### config.mk
export PLATFORM = sky130hd
export DESIGN_NAME = serial_alu4
export DESIGN_NICKNAME = d
export VERILOG_FILES = /design/src/rtl/alu_pkg.sv /design/src/rtl/serial_bit_cell.sv /design/src/rtl/serial_alu4.sv
export SDC_FILE = /design/constraint.sdc
export NUM_CORES = 1
export LEC_CHECK = 0
export CAP_MARGIN = 20
export CORE_UTILIZATION = 49
export CTS_CLUSTER_SIZE = 16
export DETAILED_ROUTE_END_ITERATION = 10
export PLACE_DENSITY = 0.81
export SETUP_SLACK_MARGIN = 0.5
export SKIP_CTS_REPAIR_TIMING = 1
export SLEW_MARGIN = 10
export SYNTH_ARGS = -nofsm -noshare
export SYNTH_HDL_FRONTEND = slang
export SYNTH_SLANG_ARGS = --single-unit
### constraint.sdc
create_clock -name clk -period 2.7 [get_ports clk]
set_clock_uncertainty 0.05 [all_clocks]
set_input_delay 0.81 -clock clk [delete_from_list [all_inputs] [get_ports clk]]
set_output_delay 0.81 -clock clk [all_outputs]
set_load 0.01 [all_outputs]
### src/rtl/alu_pkg.sv
//--------------------------------------------------------------------
// alu_pkg : shared encodings for the bit-serial 4-bit ALU
// Rev 1.0 : initial release
//--------------------------------------------------------------------
`default_nettype none

package alu_pkg;

  localparam int DEFAULT_W = 4;

  localparam logic [1:0] OP_AND = 2'b00;
  localparam logic [1:0] OP_OR  = 2'b01;
  localparam logic [1:0] OP_ADD = 2'b10;
  localparam logic [1:0] OP_SUB = 2'b11;

  typedef enum logic [1:0] {
    ST_IDLE = 2'd0,
    ST_RUN  = 2'd1,
    ST_DONE = 2'd2
  } state_t;

endpackage

`default_nettype wire

### src/rtl/serial_bit_cell.sv
//--------------------------------------------------------------------
// serial_bit_cell : one-bit combinational AND/OR/add/subtract slice
// Rev 1.0 : initial release
//--------------------------------------------------------------------
`default_nettype none

module serial_bit_cell
  import alu_pkg::*;
(
  input  logic       a,
  input  logic       b,
  input  logic       cin,
  input  logic [1:0] op,
  output logic       s,
  output logic       cout
);

  logic w_b;

  always_comb begin
    w_b  = (op == OP_SUB) ? ~b : b;
    s    = 1'b0;
    cout = 1'b0;
    case (op)
      OP_AND: s = a & b;
      OP_OR:  s = a | b;
      default: begin
        s    = a ^ w_b ^ cin;
        cout = (a & w_b) | (a & cin) | (w_b & cin);
      end
    endcase
  end

endmodule

`default_nettype wire

### src/rtl/serial_alu4.sv
//--------------------------------------------------------------------
// serial_alu4 : bit-serial ALU, one result bit per clock, LSB first
// Rev 1.0 : initial release
//--------------------------------------------------------------------
`default_nettype none

module serial_alu4
  import alu_pkg::*;
#(
  parameter int W = DEFAULT_W
) (
  input  logic         clk,
  input  logic         rst_n,
  input  logic         start,
  input  logic [1:0]   op,
  input  logic [W-1:0] A,
  input  logic [W-1:0] B,
  output logic         busy,
  output logic         done,
  output logic [W-1:0] S,
  output logic         Co
);

  localparam int          CW   = (W > 1) ? $clog2(W) : 1;
  localparam logic [CW-1:0] LAST = CW'(W - 1);

  state_t        r_state;
  logic [CW-1:0] r_cnt;
  logic          r_carry;
  logic [W-1:0]  r_a;
  logic [W-1:0]  r_b;
  logic [1:0]    r_op;
  logic [W-1:0]  r_sh;

  logic          w_s;
  logic          w_cout;
  logic [W-1:0]  w_sh_next;

  serial_bit_cell u_cell (
    .a    (r_a[r_cnt]),
    .b    (r_b[r_cnt]),
    .cin  (r_carry),
    .op   (r_op),
    .s    (w_s),
    .cout (w_cout)
  );

  // New bits enter at the MSB so bit 0 lands at the LSB after W shifts.
  assign w_sh_next = {w_s, r_sh[W-1:1]};

  always_ff @(posedge clk or negedge rst_n) begin
    if (!rst_n) begin
      r_state <= ST_IDLE;
      busy    <= 1'b0;
      done    <= 1'b0;
      S       <= '0;
      Co      <= 1'b0;
      r_cnt   <= '0;
      r_carry <= 1'b0;
      r_a     <= '0;
      r_b     <= '0;
      r_op    <= OP_AND;
      r_sh    <= '0;
    end else begin
      case (r_state)
        ST_IDLE, ST_DONE: begin
          busy    <= 1'b0;
          done    <= 1'b0;
          r_state <= ST_IDLE;
          if (start) begin
            r_a     <= A;
            r_b     <= B;
            r_op    <= op;
            r_cnt   <= '0;
            r_carry <= (op == OP_SUB);
            r_state <= ST_RUN;
            busy    <= 1'b1;
          end
        end
        ST_RUN: begin
          r_sh    <= w_sh_next;
          r_carry <= w_cout;
          r_cnt   <= r_cnt + 1'b1;
          if (r_cnt == LAST) begin
            S       <= w_sh_next;
            Co      <= ((r_op == OP_ADD) || (r_op == OP_SUB)) ? w_cout : 1'b0;
            r_state <= ST_DONE;
            busy    <= 1'b0;
            done    <= 1'b1;
          end
        end
        default: begin
          r_state <= ST_IDLE;
          busy    <= 1'b0;
          done    <= 1'b0;
        end
      endcase
    end
  end

endmodule

`default_nettype wire

==> summary.md <==
| Metric | Value |
|---|---|
| Ys Warns | `0` |
| Filler cells | `161` |
| Slowest cell on crit path | `mux4_2` |
| Worst Hold Class | `reg -> reg` |
| Global routing usage on met2 | `31.1%` |
| Initial antenna violation count | `0` |
| Max-Cap Viols | `0` |
| 1st-iter DRT viols | `26` |
| GP Congestion | `0.796` |
| Syn-to-layout area delta | `27.8%` |
| GR peak layer | `met2` |
| Fin crit period | `2.12 ns` |
| Syn nets | `about 120` |
| Clk sinks | `24` |
| I/O pin total | `20` |
| Pre-CTS setup slack | `0.493 ns` |
| Leakage | `0.000633 µW` |
| Worst Setup Slack, final | `0.579 ns` |
| Dpl hpwl | `1290 µm` |
| Grt total ovfl | `0` |
| Pwr Total | `1620 µW` |
| Worst Path Max Fanout | `3` |
| Status | `finished clean` |
| Critical Path Source Type | `flip-flop` |
| Global-route wire length before repair | `2860 µm` |
| Final WL | `1890 µm` |
| Fin nets | `142` |
| Grt met1 use | `22.5%` |
| Clock tree buffer depth | `2` |
| Final Util | `approximately two thirds` |
| Gate power share | `48.0%` |
| Slew margin rel. | `66.8%` |
| Hold path depth | `2` |
| Detailed Routing Iterations Pass 1 | `4` |
| TNS Setup | `0 ns` |
| Pin count of the biggest net entering global routing | `25` |
| Pwr/cell area | `between 1000 and 1500 mW/mm²` |
| Net Sw Frac | `~37%` |
| Commonest non-fill, non-tap cells in the layout | `nand2_1, dfrtp_1, clkdlybuf4s50_1` |
| Die Wd | `approximately 48 µm` |
| Worst EP arrival | `2.29 ns` |
| Met3 GRT Util | `2.22%` |
| Die H | `48.1 µm` |
| Core area | `slightly below 0.002 mm²` |
| Routed vias | `791` |
| Clock tree root buffer cell | `clkbuf_4` |
| CTS buffer count | `3` |
| Routed WL per cell | `12.3 µm` |
| Placed cell area | `0.00126 mm²` |
| Final ANT Viol Nets | `0` |
| Max VDD drop | `0.619 mV` |
| Worst setup EP type | `flip-flop` |
| Crit-path cells | `mux4_2, xnor2_2, fa_2, nor2b_2, nor2_1, o2bb2ai_1` |
| Achievable Freq | `between 400 and 500 MHz` |
| R2r worst-path depth | `6` |
| Synth unique cells | `21` |
| Crit-path max cell delay | `0.55 ns` |
| Worst Tran Pin Value | `0.499 ns` |
| Post-route cell area | `0.00133 mm²` |
| GRT Total Usage | `a little under a fifth` |
| Setup Viol. Count Final | `0` |
| CTS tree | `done` |
| Die ar. | `0.00231 mm²` |
| Internal power | `1020 µW` |
| Mapped cell area | `0.00104 mm²` |
| Commonest non-fill, non-tap cell in the layout | `nand2_1` |
| Switching pwr | `605 µW` |
| PortBufs | `19` |
| Post-synthesis sequential area ratio | `57.7%` |
| Synth Area per Inst | `10.1 µm²` |
| ANT cells | `0` |
| Clock latency on the worst-skew pair | `0.32 ns` |
| DR vias/cell | `5.17` |
| Syn Inst Count | `103` |
| RSZ-0062 raised after global routing | `yes` |
| Crit path required time | `2.87 ns` |
| Share of cells above drive strength 1 | `14.3%` |
| Residual DRC count | `0` |
| Clock power share | `11.7%` |
| Row count | `16` |
| Hold Vio Cnt, Final | `0` |
| Worst setup path class | `reg -> reg` |
| Synthesized flop and latch total | `24` |
| Vias in the first global route | `between 600 and 700` |
| Final Cycle Share | `78.6%` |
| Sequential share of power | `slightly above 40%` |
| Clk slew on worst S/H paths | `0.13 ns` |
| Initial Util | `52.5%` |
| Final slew viol count | `0` |
| H-Tree Depth | `1` |
per-layer routing:
layer | wire, µm | up-vias
met5 | 0 | -
met4 | 42 | 0
met3 | 76 | 4
met2 | 946 | 25
met1 | 820 | 379
li1 | - | 383
logic make-up after synthesis:
logic type / Yosys count / share of synthesized area [%]
AOI/OAI and AO/OA: 11 / 6.49
and+or+nand+nor: 53 / 21.0
muxes: 5 / 7.57
DFF: 24 / 57.7
adders and majority gates: 3 / 4.21
buffers and inverters: 6 / 2.16
xor gates and xnor gates: 1 / 0.841
worst paths after layout:
kind                       startpoint        to  slack, ns
setup reg to reg             r_cnt[0]   r_sh[3]       0.58
hold / removal                 r_a[2]    r_a[2]       0.44
max in group asynchronous       rst_n  r_cnt[0]       1.58
min in group asynchronous       rst_n        Co       0.77
setup / recovery             r_cnt[0]   r_sh[3]       0.58
hold reg to reg                r_a[2]    r_a[2]       0.44
per-stage QoR:
stage,instances,hold slack [ns]
2_1_floorplan,103,0.390
3_3_place_gp,147,0.408
3_5_place_dp,147,0.413
4_1_cts,151,0.443
5_1_grt,153,0.465
6_report,153,0.440
state kept, by name (all words and copies together), names as in the netlist:
name	flops
busy	1
r_op	2
r_sh	3
Co	1
r_state	1
r_a	4
r_cnt	2
done	1
r_carry	1
S	4
r_b	4
layout make-up:
type                       count  area, µm²  share of cell area, %
clock buffer                   4       36.3                   2.73
multi-input combinational     73        430                   32.4
sequential                    24        602                   45.2
inverter                       2       7.51                  0.564
timing repair buffer          23        220                   16.6
tap                           27       33.8                   2.54
critical path, delay by kind of cell, from the launching register on:
| kind | cells | cell delay [ns] |
|---|---|---|
| multiplexers | 1 | 0.55 |
| adder cells (fa/ha/maj) | 1 | 0.49 |
| flip-flops | 1 | 0.41 |
| AND/OR/NAND/NOR | 2 | 0.20 |
| XOR/XNOR | 1 | 0.19 |
| AO/OA/AOI/OAI | 1 | 0.13 |
cell usage after synthesis:
cell type | n | area share [%]
nand2_1 | 41 | 15
dfrtp_1 | 24 | 58
a21oi_1 | 4 | 1.9
clkbuf_1 | 4 | 1.4
mux2_2 | 3 | 3.2
nor2_1 | 3 | 1.1
nor2b_1 | 3 | 1.8
o21ai_0 | 3 | 1.4
inv_1 | 2 | 0.72
mux4_2 | 2 | 4.3
nand2b_1 | 2 | 1.2
nand3_1 | 2 | 0.96
o2bb2ai_1 | 2 | 1.7
a211oi_1 | 1 | 0.72
fa_1 | 1 | 1.9
ha_1 | 1 | 1.2
maj3_2 | 1 | 1.1
nand3b_1 | 1 | 0.72
nor3_1 | 1 | 0.48
o31ai_1 | 1 | 0.72
xnor2_1 | 1 | 0.84
power groups by stage:
stage	logic (µW)	registers [µW]	clock network [µW]
global route	894	677	206
global placement	660	656	0
finish	779	655	191
CTS	702	656	190
detailed placement	698	665	0
floorplan	471	657	0
Power figures use the tool's default switching activity.
